**config.mk**
```make
export PLATFORM = sky130hd
export DESIGN_NAME = vram_arbiter
export DESIGN_NICKNAME = d
export VERILOG_FILES = /design/src/rtl/vram_arbiter_pkg.sv /design/src/rtl/vram_arbiter_rr_pick3.sv /design/src/rtl/vram_arbiter.sv
export SDC_FILE = /design/constraint.sdc
export NUM_CORES = 1
export LEC_CHECK = 0
export BUFFER_PORTS_ARGS = -buffer_cell sky130_fd_sc_hd__buf_2
export CORE_AREA = 8 8 124 126
export CTS_CLUSTER_DIAMETER = 50
export DETAILED_ROUTE_END_ITERATION = 12
export DIE_AREA = 0 0 132 134
export GPL_TIMING_DRIVEN = 0
export SLEW_MARGIN = 20
export SYNTH_ARGS = -nofsm -noshare
export SYNTH_HDL_FRONTEND = slang
export SYNTH_SLANG_ARGS = --single-unit
```
**constraint.sdc**
```tcl
create_clock -name clk -period 3.1 [get_ports clk]
set_input_delay 0.62 -clock clk [delete_from_list [all_inputs] [get_ports clk]]
set_output_delay 0.62 -clock clk [all_outputs]
set_load 0.02 [all_outputs]
```
**src/rtl/vram_arbiter_pkg.sv**
```systemverilog
// vram_arbiter_pkg
//   Shared constants and helpers for the VRAM arbiter slice.
//   NUM_PORTS : host (port 0) plus three fetch clients (ports 1..3)
//   ADDR_W    : RAM word-address width
//   DATA_W    : RAM data width; BE_W byte enables per word
package vram_arbiter_pkg;

    localparam int NUM_PORTS = 4;
    localparam int ADDR_W    = 15;
    localparam int DATA_W    = 32;
    localparam int BE_W      = DATA_W / 8;
    localparam int HOST_PORT = 0;

    // Round-robin pointer names a fetch port (1..3) directly.
    localparam logic [1:0] RR_PTR_RESET = 2'd1;

    // Pointer value after a fetch grant: the port just past the winner,
    // wrapping 3 -> 1. Input is the one-hot fetch grant (bit 0 = port 1).
    function automatic logic [1:0] next_rr_ptr(input logic [2:0] fetch_gnt);
        logic [1:0] ptr;
        ptr = RR_PTR_RESET;
        unique case (fetch_gnt)
            3'b001:  ptr = 2'd2;
            3'b010:  ptr = 2'd3;
            3'b100:  ptr = 2'd1;
            default: ptr = RR_PTR_RESET;
        endcase
        return ptr;
    endfunction

endpackage

```
**src/rtl/vram_arbiter_rr_pick3.sv**
```systemverilog
// rr_pick3
//   Cyclic-priority picker for the three fetch ports.
//   i_req : request vector, bit 0 = port 1 ... bit 2 = port 3
//   i_ptr : highest-priority port this cycle (1..3)
//   o_gnt : one-hot grant, same bit mapping as i_req; zero when no request
module rr_pick3 (
    input  logic [2:0] i_req,
    input  logic [1:0] i_ptr,
    output logic [2:0] o_gnt
);

    always_comb begin
        o_gnt = 3'b000;
        case (i_ptr)
            2'd2: begin
                if      (i_req[1]) o_gnt = 3'b010;
                else if (i_req[2]) o_gnt = 3'b100;
                else if (i_req[0]) o_gnt = 3'b001;
            end
            2'd3: begin
                if      (i_req[2]) o_gnt = 3'b100;
                else if (i_req[0]) o_gnt = 3'b001;
                else if (i_req[1]) o_gnt = 3'b010;
            end
            // Pointer value 0 never occurs; treat it like 1.
            default: begin
                if      (i_req[0]) o_gnt = 3'b001;
                else if (i_req[1]) o_gnt = 3'b010;
                else if (i_req[2]) o_gnt = 3'b100;
            end
        endcase
    end

endmodule

```
**src/rtl/vram_arbiter.sv**
```systemverilog
// vram_arbiter
//   Single-ported VRAM arbiter: host (port 0) has priority but is limited
//   to HOST_MAX_STREAK consecutive grants while fetch clients wait; fetch
//   ports 1..3 share round-robin. One access per cycle, issued in the
//   grant cycle; read data returns one cycle later on the shared bus.
//   clk, rst            : clock, synchronous active-high reset
//   port_strobe/write   : per-port request and write flag
//   port_addr/wrdata/wrbytesel : packed per-port request fields
//   port_ack            : one-hot grant (combinational)
//   port_rdvalid        : one-hot read-data-valid, one cycle after a read grant
//   port_rddata         : shared read data (copy of bus_rddata)
//   bus_*               : RAM interface
module vram_arbiter
    import vram_arbiter_pkg::*;
#(
    parameter int HOST_MAX_STREAK = 2
) (
    input  logic                          clk,
    input  logic                          rst,
    input  logic [NUM_PORTS-1:0]          port_strobe,
    input  logic [NUM_PORTS-1:0]          port_write,
    input  logic [NUM_PORTS*ADDR_W-1:0]   port_addr,
    input  logic [NUM_PORTS*DATA_W-1:0]   port_wrdata,
    input  logic [NUM_PORTS*BE_W-1:0]     port_wrbytesel,
    output logic [NUM_PORTS-1:0]          port_ack,
    output logic [NUM_PORTS-1:0]          port_rdvalid,
    output logic [DATA_W-1:0]             port_rddata,
    output logic [ADDR_W-1:0]             bus_addr,
    output logic [DATA_W-1:0]             bus_wrdata,
    output logic [BE_W-1:0]               bus_wrbytesel,
    output logic                          bus_write,
    input  logic [DATA_W-1:0]             bus_rddata
);

    // Extra headroom keeps the counter at least one bit wide.
    localparam int STREAK_W = $clog2(HOST_MAX_STREAK + 2);
    localparam logic [STREAK_W-1:0] STREAK_MAX = STREAK_W'(HOST_MAX_STREAK);

    logic [1:0]           r_rr_ptr;
    logic [STREAK_W-1:0]  r_host_streak;
    logic [NUM_PORTS-1:0] r_rdvalid;

    logic [2:0]           w_fetch_req;
    logic                 w_any_fetch;
    logic                 w_streak_full;
    logic [2:0]           w_fetch_pick;
    logic                 w_host_ack;
    logic [2:0]           w_fetch_ack;
    logic [NUM_PORTS-1:0] w_ack;

    assign w_fetch_req   = port_strobe[NUM_PORTS-1:1];
    assign w_any_fetch   = |w_fetch_req;
    assign w_streak_full = (r_host_streak == STREAK_MAX);

    rr_pick3 u_rr_pick3 (
        .i_req (w_fetch_req),
        .i_ptr (r_rr_ptr),
        .o_gnt (w_fetch_pick)
    );

    // Host yields only when its streak is used up and a fetch port waits.
    assign w_host_ack  = !rst && port_strobe[HOST_PORT] && !(w_streak_full && w_any_fetch);
    assign w_fetch_ack = (rst || w_host_ack) ? 3'b000 : w_fetch_pick;
    assign w_ack       = {w_fetch_ack, w_host_ack};
    assign port_ack    = w_ack;

    always_comb begin
        bus_addr      = '0;
        bus_wrdata    = '0;
        bus_wrbytesel = '0;
        bus_write     = 1'b0;
        for (int i = 0; i < NUM_PORTS; i++) begin
            if (w_ack[i]) begin
                bus_addr      = port_addr[i*ADDR_W +: ADDR_W];
                bus_wrdata    = port_wrdata[i*DATA_W +: DATA_W];
                bus_wrbytesel = port_wrbytesel[i*BE_W +: BE_W];
                bus_write     = port_write[i];
            end
        end
    end

    always_ff @(posedge clk) begin
        if (rst) begin
            r_rr_ptr      <= RR_PTR_RESET;
            r_host_streak <= '0;
            r_rdvalid     <= '0;
        end else begin
            if (|w_fetch_ack) begin
                r_rr_ptr <= next_rr_ptr(w_fetch_ack);
            end
            // With a fetch strobe pending somebody is always granted, so the
            // fall-through covers both "fetch granted" and "no fetch waiting".
            if (w_host_ack && w_any_fetch) begin
                if (!w_streak_full) begin
                    r_host_streak <= r_host_streak + 1'b1;
                end
            end else begin
                r_host_streak <= '0;
            end
            r_rdvalid <= w_ack & ~port_write;
        end
    end

    // A read granted just before reset rises would otherwise report valid
    // data during the reset cycle; mask it.
    assign port_rdvalid = rst ? '0 : r_rdvalid;
    assign port_rddata  = bus_rddata;

endmodule
```
# ---- Word-level counts from Yosys, hierarchy flattened
# Index checks and enable logic that the tools add are counted.
dict set report classes {
  add_sub_neg 1
  n_eq_ne 5
  muxes 29
  bitwise 3
  n_reduce_logical 10
}
# cell count
set ops {}
lappend ops {{$mux 32} 4}
lappend ops {{$mux 15} 4}
lappend ops {{$mux 3} 8}
lappend ops {{$mux 4} 5}
lappend ops {{$eq 2x2->1 const B} 3}
lappend ops {{$pmux 3 s2} 1}
lappend ops {{$reduce_or 3->1} 2}
lappend ops {{$mux 1} 5}
lappend ops {{$and 4x4->4} 1}
lappend ops {{$logic_and 1x1->1} 4}
lappend ops {{$not 4->4} 1}
lappend ops {{$pmux 2 s2} 1}
lappend ops {{$eq 3x1->1 const B} 1}
lappend ops {{$eq 3x2->1 const B} 1}
lappend ops {{$add 2x1->2 const B} 1}
lappend ops {{$logic_not 1->1} 2}
lappend ops {{$mux 2} 1}
lappend ops {{$reduce_or 2->1} 1}
lappend ops {{$logic_or 1x1->1} 1}
lappend ops {{$not 1->1} 1}
dict set report word_totals {
  ff_bits 8
  inputBits 246
  wordCells 51
}

# ---- Logic depth before layout (Yosys ltp)
dict set report depth {
  word_depth 9
  depth_mapped 10
  mapped_depth_nobuf 8
}

# ---- Hierarchy
# A second synthesis with hierarchy kept.
dict set report unflattened {
  cells_unflattened 469
  hier_area_um2 3295.7
}
# module instances cells_per_inst area_each_um2
set modules_own_cells {}
lappend modules_own_cells {vram_arbiter 1 460 3233.1}
lappend modules_own_cells {rr_pick3 1 9 62.6}

# ---- Least setup slack after synthesis
# No wires, ideal clock.
dict set report synth_timing {
  path_kind {in2out}
  from {input port_strobe[1]}
  to {output bus_addr[11]}
  arrival_time_ns 2.018
  t_required_ns 2.480
  path_slack_ns 0.462
  path_stages 6
  path_cell_list {nor3_1 -> nor2b_1 -> nor2_4 -> buf_2 -> a221oi_1 -> o21ai_0}
}
dict set report synth_via {
  elab_chain_len 9
}
# element line
set synth_rtl {}
lappend synth_rtl {{from (decl)} vram_arbiter.sv:20} ;# input logic [NUM_PORTS-1:0] port_strobe,
lappend synth_rtl {{$reduce_or 3->1 (*)} vram_arbiter.sv:52} ;# assign w_any_fetch = |w_fetch_req;
lappend synth_rtl {{$logic_and 1x1->1 (*)} vram_arbiter.sv:62} ;# assign w_host_ack = !rst && port_strobe[HOST_PORT] && !(w_streak_full && w_any_fetch);
lappend synth_rtl {{$logic_not 1->1 (*)} vram_arbiter.sv:62}
lappend synth_rtl {{$logic_and 1x1->1 (*)} vram_arbiter.sv:62}
lappend synth_rtl {{named net w_host_ack} vram_arbiter.sv:47} ;# logic w_host_ack;
lappend synth_rtl {{$logic_or 1x1->1} vram_arbiter.sv:63} ;# assign w_fetch_ack = (rst || w_host_ack) ? 3'b000 : w_fetch_pick;
lappend synth_rtl {{$mux 3} vram_arbiter.sv:63}
lappend synth_rtl {{$mux 15 (2 in series)} vram_arbiter.sv:73} ;# if (w_ack[i]) begin
lappend synth_rtl {{$mux 15 (*)} vram_arbiter.sv:73}
lappend synth_rtl {{to (decl)} vram_arbiter.sv:28} ;# output logic [ADDR_W-1:0] bus_addr,
# The timed path passes the listed nets; every way through them passes the cells marked *.

# ---- Worst setup path in the final report
dict set report layout_timing {
  from {register r_host_streak[0]}
  to {output bus_addr[10]}
}
dict set report layout_via {
  elab_chain_len 9
}
# element line
set layout_rtl {}
lappend layout_rtl {{from (decl)} vram_arbiter.sv:40} ;# logic [STREAK_W-1:0] r_host_streak;
lappend layout_rtl {{from (signal assigned)} vram_arbiter.sv:95} ;# r_host_streak <= r_host_streak + 1'b1;
lappend layout_rtl {{$eq 2x2->1 (*)} vram_arbiter.sv:53} ;# assign w_streak_full = (r_host_streak == STREAK_MAX);
lappend layout_rtl {{$logic_and 1x1->1 (*)} vram_arbiter.sv:62}
lappend layout_rtl {{$logic_not 1->1 (*)} vram_arbiter.sv:62}
lappend layout_rtl {{$logic_and 1x1->1 (*)} vram_arbiter.sv:62}
lappend layout_rtl {{$logic_or 1x1->1} vram_arbiter.sv:63}
lappend layout_rtl {{$mux 3} vram_arbiter.sv:63}
lappend layout_rtl {{$mux 15 (2 in series)} vram_arbiter.sv:73}
lappend layout_rtl {{$mux 15 (*)} vram_arbiter.sv:73}
# Mark *: on every way between the ends. The rest lies on a longest branch, timed or not.

==> metrics <==
area grow syn2layout=85.35%; via count=3461; count of pins over their slew limit=0; synth cell count leaders=nand2_1, nor2_1, o21ai_1; global-route wire length before repair=approximately 20 mm; max_slew headroom=between 60% and 70%; Max clock buf depth=2; Iteration-0 DRC Markers=between 150 and 200; post-synthesis xor/xnor area fraction=0%; syn avg cell area=between 6 and 7 sq um; Final Total Pwr=about 950 uW; hold-fix buffers at CTS=0; footprint of the multi-input gates=between 0.0015 and 0.002 sq mm; Die Ht=about 130 um; vias per cell=between 4 and 5; pin count of the biggest net entering global routing=11; GP Congestion=approximately 0.87; share of layout cells above drive strength 1=between 60% and 70%; Rows=43; Global Route Usage Sum=between 10% and 20%; number of port buffers=about 300; WL final=approximately 14 mm; most frequent cell after synthesis=nand2_1; Max FO, Critical Path=10; library cells used by synthesis=29; Synth warnings=0; Max Freq=between 0.3 and 0.4 GHz; Critical Path Start Type=flip-flop; largest family of logic cells by synthesized area=compound AO/OA/AOI/OAI gates; fill cell count=1509; worst skew pair latency=roughly 0.23 ns; Setup WS post-layout=approximately 0.17 ns; P_leak=between 2 and 2.5 nW; ys async rst share=0%; sequential-to-total area share from yosys stat=7.352%; Net Count, Synth=559; Clock Skews=0.0004247 ns; RSZ-0062 raised after global routing=no; Max VDD drop=approximately 140 uV; Worst Setup End Kind=output port; multiplexer share of the synthesized area=0%; Reg area=160.2 sq um; PwrDens=234.1 mW/mm^2; vias in the first global route=around 3600; Hold Fails Final Rpt=0; CTS tree=yes; initial antenna violation count=1; Worst Path Required=approximately 2.5 ns; Final HPWL DP=about 12 mm; Die ar.=about 0.018 sq mm; antenna-violating nets left=0; Num CTS Buffers=3; nets=roughly 870; synth top area cells=a221oi_2, buf_4, o21ai_1; Hold/Removal Path Class=reg2reg; WS Path Type=reg2out; clk root buf=clkbuf_16; Setup WS pre-CTS=between 0.005 and 0.006 ns; total negative slack=0 ns; Residual DRC=0; max-cap check violation count=0; arrival time worst endpoint=2.31 ns; Mapped Cells=approximately 310; post-synthesis cell area=between 0.002 and 0.0025 sq mm; Congestion Overflow GR=0; top cell type's share of synthesized area=between 20% and 30%; period utilisation layout=~94%; adder-cell share of the synthesized area=less than 1%; status=finished clean; Die W=~130 um; Synth area leader=a221oi_2; Post-synth EDFFs=0; Synth Register Bits=8; Tmin final=roughly 2.9 ns; Setup violations, final=0; wire length per cell=around 17 um; DRT Pass-1 Iters=4; fraction of the mapped netlist area in simple logic gates=about a quarter; Synth Area in Compound Gates=between 40% and 50%; Ant. Diodes=0; initial core utilization=16.13%; Main synth FF type=dfxtp_1; slew at the pin closest to its max-slew limit=approximately 0.5 ns; Clock H-tree levels=1; CTS sink cnt=8; Top Ports=between 300 and 400; core region area=about 0.014 sq mm; clock-pin slew on the worst setup and hold paths=about 0.04 ns
==> through the flow <==
| step | instance area (sq um) | util, % | std cells | hold WS, ns |
|---|---|---|---|---|
| 2_1_floorplan | 2178 | - | 312 | 0.4001 |
| 3_3_place_gp | 3925 | 29.07 | 796 | 0.4124 |
| 3_5_place_dp | 3925 | 29.07 | 796 | 0.4156 |
| 4_1_cts | 4003 | 29.64 | 799 | 0.4204 |
| 5_1_grt | 4038 | 29.90 | 800 | 0.4312 |
| 6_report | 4038 | 29.90 | 800 | 0.4202 |
==> flip-flops by register name (all words and copies together) (netlist names) <==
name,cells
r_rr_ptr,2
r_host_streak,2
r_rdvalid,4
==> layout by cell type (no fill, tap or decap), types with 2 or more instances in the layout <==
cell type  Yosys  final
a21oi_1        5      5
a221oi_1       8      8
a221oi_2      40     40
a22o_1         4      4
buf_2         18    316
buf_4         35     37
buf_6          5      5
clkbuf_1       3      3
clkbuf_16      0      3
clkbuf_4       0      4
dfxtp_1        8      8
inv_1          2      2
inv_2          2      2
nand2_1       54     53
nor2_1        50     50
nor2b_1        7      7
nor3_1         5      5
nor4_1         2      2
o21ai_0        4      4
o21ai_1       46     46
o22a_1         4      4
==> critical path, stage by stage (launching register included) <==
cell and delay, ns:
dfxtp_1 0.30, inv_1 0.05, ha_1 0.21, o31ai_2 0.09, a21o_1 0.22, or2_1 0.22
buf_2 0.16, inv_2 0.16, buf_2 0.27, nand2_1 0.08, o21ai_1 0.10, buf_2 0.20
==> layout make-up <==
cell class | instances | area share (%)
Buffer | 61 | 10.78
Clock buffer | 3 | 1.859
Multi-Input combinational cell | 239 | 39.26
Tap cell | 180 | 5.578
Timing Repair Buffer | 305 | 38.18
Sequential cell | 8 | 3.967
Inverter | 4 | 0.3719
==> cell families (layout without fill, tap and decap cells) <==
kind of cell | count (synthesis) | after routing
fa+ha+maj | 1 | 1
flops | 8 | 8
simple gates | 123 | 123
buf+inv | 65 | 373
compound gates | 115 | 115
==> final timing paths <==
check / start / to / slack, ns / cells after the start
setup / recovery: r_host_streak[0] / bus_addr[10] / 0.17 / 11
hold / removal: r_host_streak[0] / r_host_streak[0] / 0.42 / 1
setup reg to reg: r_host_streak[0] / r_rr_ptr[1] / 1.20 / 9
hold reg to reg: r_host_streak[0] / r_host_streak[0] / 0.42 / 1
==> per-layer routing <==
| metal | up-vias | wire length, um | track usage (%) |
|---|---|---|---|
| li1 | 1732 | - | - |
| met1 | 1515 | 5546 | 16.44 |
| met2 | 201 | 6870 | 24.84 |
| met3 | 11 | 1169 | 4.151 |
| met4 | 2 | 77 | 1.723 |
| met5 | - | 13 | 0 |
==> repair_timing <==
item,in CTS,in global routing
setup buffers,0,1
resized for setup,1,7
endpoints found under the setup margin,1,23
pin swaps,0,1
cloned,0,0
==> power breakdown <==
group / switching [mW] / internal, mW
Clock: 0.0500 / 0.166
Combinational: 0.334 / 0.285
Sequential: 0.00208 / 0.108
Note: power is estimated with default switching activity, not from simulation.
